==> src/rtl/sim_mon_pkg.sv <==
`default_nettype none
// ============================================================================
// Module      : sim_mon_pkg
// Description : Shared types, status constants and helpers for the simulation
//               cycle/retirement monitor.
// Revision    : 1.0 - initial release
// ============================================================================
package sim_mon_pkg;

    // Widest commit bundle the monitor supports, and the popcount result width
    localparam int c_MAX_COMMIT = 8;
    localparam int c_POP_W      = 4;
    localparam int c_STATE_W    = 3;

    // Monitor FSM states; the encoding is visible on the state output
    typedef enum logic [c_STATE_W-1:0] {
        ST_IDLE    = 3'd0,
        ST_RUN     = 3'd1,
        ST_DRAIN   = 3'd2,
        ST_DONE    = 3'd3,
        ST_HUNG    = 3'd4,
        ST_TIMEOUT = 3'd5
    } sim_mon_state_t;

    // Raw status encodings for environments that compare the state bus numerically
    localparam logic [c_STATE_W-1:0] c_STATUS_IDLE    = 3'd0;
    localparam logic [c_STATE_W-1:0] c_STATUS_RUN     = 3'd1;
    localparam logic [c_STATE_W-1:0] c_STATUS_DRAIN   = 3'd2;
    localparam logic [c_STATE_W-1:0] c_STATUS_DONE    = 3'd3;
    localparam logic [c_STATE_W-1:0] c_STATUS_HUNG    = 3'd4;
    localparam logic [c_STATE_W-1:0] c_STATUS_TIMEOUT = 3'd5;

    // Number of set bits; narrower commit bundles are zero-extended by the caller
    function automatic logic [c_POP_W-1:0] popcount(input logic [c_MAX_COMMIT-1:0] v);
        logic [c_POP_W-1:0] cnt;
        cnt = '0;
        for (int i = 0; i < c_MAX_COMMIT; i++) begin
            cnt = cnt + c_POP_W'(v[i]);
        end
        return cnt;
    endfunction

    // True for the states that end a simulation run
    function automatic logic is_terminal(input sim_mon_state_t s);
        return (s == ST_DONE) || (s == ST_HUNG) || (s == ST_TIMEOUT);
    endfunction

endpackage
`default_nettype wire

==> src/rtl/sat_counter.sv <==
`default_nettype none
// ============================================================================
// Module      : sat_counter
// Description : Up-counter with synchronous clear and a variable increment
//               that sticks at all-ones instead of wrapping.
// Revision    : 1.0 - initial release
// ============================================================================
module sat_counter #(
    parameter int WIDTH = 32,
    parameter int INC_W = 1
) (
    input  logic             clk,
    input  logic             rst_n,
    input  logic             clr_i,
    input  logic             en_i,
    input  logic [INC_W-1:0] inc_i,
    output logic [WIDTH-1:0] count_o
);

    logic [WIDTH-1:0] count_q;
    logic [WIDTH-1:0] count_d;
    logic [WIDTH:0]   w_sum;

    // Next value: clear wins, otherwise add with one guard bit and clamp on carry-out
    always_comb begin
        w_sum   = {1'b0, count_q} + (WIDTH+1)'(inc_i);
        count_d = count_q;
        if (clr_i) begin
            count_d = '0;
        end else if (en_i) begin
            if (w_sum[WIDTH]) begin
                count_d = '1;
            end else begin
                count_d = w_sum[WIDTH-1:0];
            end
        end
    end

    // Count register
    always_ff @(posedge clk or negedge rst_n) begin
        if (!rst_n) begin
            count_q <= '0;
        end else begin
            count_q <= count_d;
        end
    end

    assign count_o = count_q;

endmodule
`default_nettype wire

==> src/rtl/sim_cycle_monitor.sv <==
`default_nettype none
// ============================================================================
// Module      : sim_cycle_monitor
// Description : Counts cycles, retired instructions and stall cycles across
//               the commit channels and decides when simulation ends: clean
//               halt+drain, deadlock (no commits too long) or cycle cap.
// Revision    : 1.0 - initial release
// ============================================================================
module sim_cycle_monitor
    import sim_mon_pkg::*;
#(
    parameter int CYCLE_W      = 32,
    parameter int RETIRE_W     = 32,
    parameter int COMMIT_WIDTH = 2,
    parameter int IDLE_LIMIT   = 16,
    parameter int MAX_CYCLES   = 10000
) (
    input  logic                    clk,
    input  logic                    rst_n,
    input  logic                    start_i,
    input  logic [COMMIT_WIDTH-1:0] commit_valid_i,
    input  logic                    halt_req_i,
    output logic [2:0]              state_o,
    output logic [CYCLE_W-1:0]      cycle_count_o,
    output logic [RETIRE_W-1:0]     retire_count_o,
    output logic [CYCLE_W-1:0]      stall_count_o,
    output logic                    done_o,
    output logic                    pass_o
);

    // idle_cnt must be able to hold IDLE_LIMIT itself (its saturation point)
    localparam int                  c_IDLE_W       = $clog2(IDLE_LIMIT + 1);
    localparam logic [c_IDLE_W-1:0] c_IDLE_MAX     = c_IDLE_W'(IDLE_LIMIT);
    localparam logic [c_IDLE_W-1:0] c_IDLE_LAST    = c_IDLE_W'(IDLE_LIMIT - 1);
    localparam logic [CYCLE_W-1:0]  c_CYCLE_LAST   = CYCLE_W'(MAX_CYCLES - 1);

    sim_mon_state_t          state_q, state_d;
    logic [c_IDLE_W-1:0]     idle_cnt_q, idle_cnt_d;

    logic [c_MAX_COMMIT-1:0] w_commit_ext;
    logic [c_POP_W-1:0]      w_pop;
    logic                    w_any_commit;
    logic                    w_active;
    logic                    w_clr;
    logic                    w_timeout_hit;
    logic                    w_idle_hit;

    // Commit bookkeeping shared by the counters and the FSM
    always_comb begin
        w_commit_ext                 = '0;
        w_commit_ext[COMMIT_WIDTH-1:0] = commit_valid_i;
        w_pop         = popcount(w_commit_ext);
        w_any_commit  = |commit_valid_i;
        w_active      = (state_q == ST_RUN) || (state_q == ST_DRAIN);
        // start is only honoured outside RUN/DRAIN; accepting it wipes the counters
        w_clr         = start_i && !w_active;
        w_timeout_hit = (cycle_count_o == c_CYCLE_LAST);
        w_idle_hit    = (idle_cnt_q == c_IDLE_LAST) && !w_any_commit;
    end

    sat_counter #(
        .WIDTH (CYCLE_W),
        .INC_W (1)
    ) u_cycle_cnt (
        .clk     (clk),
        .rst_n   (rst_n),
        .clr_i   (w_clr),
        .en_i    (w_active),
        .inc_i   (1'b1),
        .count_o (cycle_count_o)
    );

    sat_counter #(
        .WIDTH (RETIRE_W),
        .INC_W (c_POP_W)
    ) u_retire_cnt (
        .clk     (clk),
        .rst_n   (rst_n),
        .clr_i   (w_clr),
        .en_i    (w_active),
        .inc_i   (w_pop),
        .count_o (retire_count_o)
    );

    sat_counter #(
        .WIDTH (CYCLE_W),
        .INC_W (1)
    ) u_stall_cnt (
        .clk     (clk),
        .rst_n   (rst_n),
        .clr_i   (w_clr),
        .en_i    (w_active && !w_any_commit),
        .inc_i   (1'b1),
        .count_o (stall_count_o)
    );

    // Next state and idle-run length; timeout outranks halt, halt outranks hung
    always_comb begin
        state_d    = state_q;
        idle_cnt_d = idle_cnt_q;

        if (w_clr) begin
            idle_cnt_d = '0;
        end else if (w_active) begin
            if (w_any_commit) begin
                idle_cnt_d = '0;
            end else if (idle_cnt_q != c_IDLE_MAX) begin
                idle_cnt_d = idle_cnt_q + c_IDLE_W'(1);
            end
        end

        case (state_q)
            ST_IDLE: begin
                if (start_i) state_d = ST_RUN;
            end
            ST_RUN: begin
                if (w_timeout_hit)   state_d = ST_TIMEOUT;
                else if (halt_req_i) state_d = ST_DRAIN;
                else if (w_idle_hit) state_d = ST_HUNG;
            end
            ST_DRAIN: begin
                if (w_timeout_hit)   state_d = ST_TIMEOUT;
                else if (w_idle_hit) state_d = ST_DONE;
            end
            ST_DONE, ST_HUNG, ST_TIMEOUT: begin
                if (start_i) state_d = ST_RUN;
            end
            default: begin
                state_d = ST_IDLE;
            end
        endcase
    end

    // State and idle-run registers
    always_ff @(posedge clk or negedge rst_n) begin
        if (!rst_n) begin
            state_q    <= ST_IDLE;
            idle_cnt_q <= '0;
        end else begin
            state_q    <= state_d;
            idle_cnt_q <= idle_cnt_d;
        end
    end

    assign state_o = state_q;
    assign done_o  = is_terminal(state_q);
    assign pass_o  = (state_q == ST_DONE);

endmodule
`default_nettype wire

==> config.mk <==
export PLATFORM = sky130hd
export DESIGN_NAME = sim_cycle_monitor
export DESIGN_NICKNAME = d
export VERILOG_FILES = /design/src/rtl/sim_mon_pkg.sv /design/src/rtl/sat_counter.sv /design/src/rtl/sim_cycle_monitor.sv
export SDC_FILE = /design/constraint.sdc
export NUM_CORES = 1
export LEC_CHECK = 0
export BUFFER_PORTS_ARGS = -buffer_cell sky130_fd_sc_hd__buf_2
export CAP_MARGIN = 10
export CELL_PAD_IN_SITES_DETAIL_PLACEMENT = 1
export CELL_PAD_IN_SITES_GLOBAL_PLACEMENT = 2
export CORE_ASPECT_RATIO = 0.5
export CORE_MARGIN = 8
export CORE_UTILIZATION = 37
export CTS_CLUSTER_SIZE = 20
export DETAILED_ROUTE_END_ITERATION = 16
export HOLD_SLACK_MARGIN = 0.08
export PLACE_DENSITY_LB_ADDON = 0.08
export SKIP_LAST_GASP = 1
export SLEW_MARGIN = 25
export SYNTH_ARGS = -nofsm -noshare
export SYNTH_HDL_FRONTEND = slang
export SYNTH_SLANG_ARGS = --single-unit
==> constraint.sdc <==
create_clock -name clk -period 3.7 [get_ports clk]
set_clock_uncertainty 0.05 [all_clocks]
set_input_delay 0.555 -clock clk [delete_from_list [all_inputs] [get_ports clk]]
set_output_delay 0.555 -clock clk [all_outputs]
set_load 0.03 [all_outputs]
==> results_dict.tcl <==
set metrics [dict create \
    setup_violations 0 \
    cts_setup_buffers 0 \
    numPortBuffers 106 \
    critPathLaunchType "input port" \
    pre_cts_ws_ns 0.408 \
    required_ns 3.89 \
    critPathKind "input port to flip-flop" \
    finalWeightedCongestion 0.822 \
    cp_slowest_cell "or4_4" \
    avgRoutedWirePerCell_um 21.0 \
    start_util 0.380 \
    grt_first_pass_wirelength_um 35400 \
    layout_setup_ws_ns 0.803 \
    max_freq_mhz 345 \
    hold_class "input port to async pin" \
    root_buffer "clkbuf_16" \
    clock_latency_ns 0.35 \
    ant_nets 0 \
    cts_htree_levels 3 \
    cts.repair.resized 0 \
    syn_area_um2 6270 \
    final_nets 819 \
    drv_cap 0 \
    async_flop_share 1.00 \
    ioPinCount 107 \
    detail_route.first_pass.iterations 4 \
    area_growth_pct 17.4 \
    first_iter_violations 337 \
    vdd_drop_max_mv 0.325 \
    worst_setup_path_end_kind "flip-flop" \
    grt_pass1_vias 6534 \
    cts_buffer_depth 2 \
    fin_crit_sh 0.783 \
    die-area_um2 21600 \
    die_w_um 200 \
    cts_buffers 9 \
    row_count 33 \
    power_uw 3700 \
    num-fill-cells 1977 \
    timing.setup.tns_ns 0 \
    routed_wl_um 21800 \
    cts.sinks 104 \
    rsz0062_at_grt "false" \
    maxSlewViolCount 0 \
    clkTransAtPathRegs_ns 0.08 \
    final-hold-violation-count 0 \
    hpwl_um 15700 \
    run_status "finished, final reports clean" \
    grt_antenna_before_repair 0 \
    post_dp_cell_area_um2 7080 \
    yosysUniqueCellTypes 70 \
    dieHeight_um 108 \
    path_depth 10 \
    post-route-cell-area_um2 7360 \
    grt_usage 0.203 \
    syn_inst 707 \
    synth_warnings 0 \
    grt-ovfl-total 0 \
    ctsHoldBuffers 0 \
    synth-edff-count 0 \
    num_antenna_cells 0 \
    crit_top_cell "inv_1" \
    crit_chain "buf_2, inv_1, fa_1, inv_1, ha_1, nand3_1, or4_4, nor3_4, nand2_2, o311ai_0" \
    worst_pin_slew_ns 0.889 \
    grt_max_degree 56 \
    core_um2 16500 \
    crit_family "simple AND/OR/NAND/NOR gates" \
    syn_nets 720 \
    viasPerCell 6.04 \
    crit_buf_inv 3 \
    p_leak_uw 0.00320 \
    vias 6272 \
    postSynthAreaPerCell_um2 8.87 \
    drcViolationCount 0 \
    ys_seq_area_frac 0.415 \
    ys_seq_elements 104 \
    powerDensity_nw_per_um2 502 \
    crit_fanout 24 \
    relSlewSlack 0.405 \
    layout-drive-gt1-share 0.218 \
    critPathMaxStageDelay_ns 0.52 \
    cts_tree "built" \
    post-route-min-period_ns 2.90 \
    worst-endpoint-arrival_ns 3.08 \
    r2r_cells 9 \
    synth-main-ff-cell "dfrtp_1" \
]
-- metal layers --
metal	global-route usage	routed length [µm]	vias to the layer above
met1	0.267	10300	3193
met5	0	0	-
met3	0.0431	850	16
li1	-	-	2943
met4	0.0402	204	0
met2	0.343	10400	120
-- area by class of cell --
cell class,count,area (µm²),area share
Clock inverter,5,38.8,0.00527
Inverter,21,78.8,0.0107
Timing Repair Buffer,123,673,0.0915
Tap cell,227,284,0.0386
Multi-Input combinational cell,547,3440,0.467
Clock buffer,11,243,0.0330
Sequential cell,104,2600,0.354
-- power breakdown --
part	leakage (µW)	internal (µW)	switching, µW	total, µW
combinational	0.00162	410	1010	1420
sequential	0.00144	1200	131	1330
clock	0.000137	483	465	948
total	0.00320	2090	1610	3700
-- path summary, 6_finish.rpt --
path                                          from                       to  slack [ns]
setup reg to reg           u_retire_cnt.count_o[0]  u_retire_cnt.count_o[4]        0.82
min in group clk                     idle_cnt_q[4]            idle_cnt_q[4]        0.47
hold / removal                               rst_n  u_cycle_cnt.count_o[10]        0.23
hold reg to reg                      idle_cnt_q[4]            idle_cnt_q[4]        0.47
max in group asynchronous                    rst_n  u_cycle_cnt.count_o[19]        2.64
setup / recovery                 commit_valid_i[0]  u_retire_cnt.count_o[4]        0.80
-- cells in the mapped netlist, types with 20 or more instances --
master,instances,area share
nor2_1,47,0.028
dfrtp_1,104,0.42
nand3_1,60,0.048
o211ai_1,32,0.038
inv_1,21,0.013
a31oi_1,20,0.020
nand2_1,84,0.050
nand4_1,23,0.023
o311ai_0,25,0.035
a21oi_1,25,0.020
o21ai_0,52,0.042
clkbuf_1,20,0.012
-- sequential cells by signal (all words and copies together), names as in the netlist --
register / count
u_cycle_cnt.count_o: 32
state_o: 3
u_stall_cnt.count_o: 32
u_retire_cnt.count_o: 32
idle_cnt_q: 5
-- metrics by stage --
| stage | utilization | hold WS (ns) | cells |
|---|---|---|---|
| 2_1_floorplan | - | 0.209 | 707 |
| 3_3_place_gp | 0.429 | 0.453 | 1022 |
| 3_5_place_dp | 0.429 | 0.460 | 1022 |
| 4_1_cts | 0.447 | 0.260 | 1038 |
| 5_1_grt | 0.447 | 0.292 | 1038 |
| 6_report | 0.447 | 0.226 | 1038 |
-- cells in the final DEF (no fill, tap or decap), drive strengths merged, types with 3 or more instances in the layout --
cell      n
or4      11
nand4    25
nor4b     5
o311ai   28
nand3    64
ha        6
and3     18
nand2    87
a211oi   11
o21ai    54
inv      24
buf     123
a21oi    25
o31a      3
nor3     19
mux2      3
a41oi     3
o21a      3
nor4     24
dfrtp   104
o211ai   32
and4     13
clkbuf   11
or3       5
a31oi    20
nor2     48
and2      5
a22oi     3
-- cell families (layout without fill, tap and decap cells) --
kind of cell / after synthesis / count (layout) / share of synthesized area
flip-flops: 104 / 104 / 0.415
AND/OR/NAND/NOR: 335 / 335 / 0.306
XOR/XNOR: 4 / 4 / 0.00858
AO/OA/AOI/OAI: 198 / 198 / 0.212
adder cells (fa/ha/maj): 7 / 7 / 0.0152
multiplexers: 3 / 3 / 0.00539
buffers and inverters: 56 / 160 / 0.0381
No activity file was read; power rests on OpenSTA's default activity.
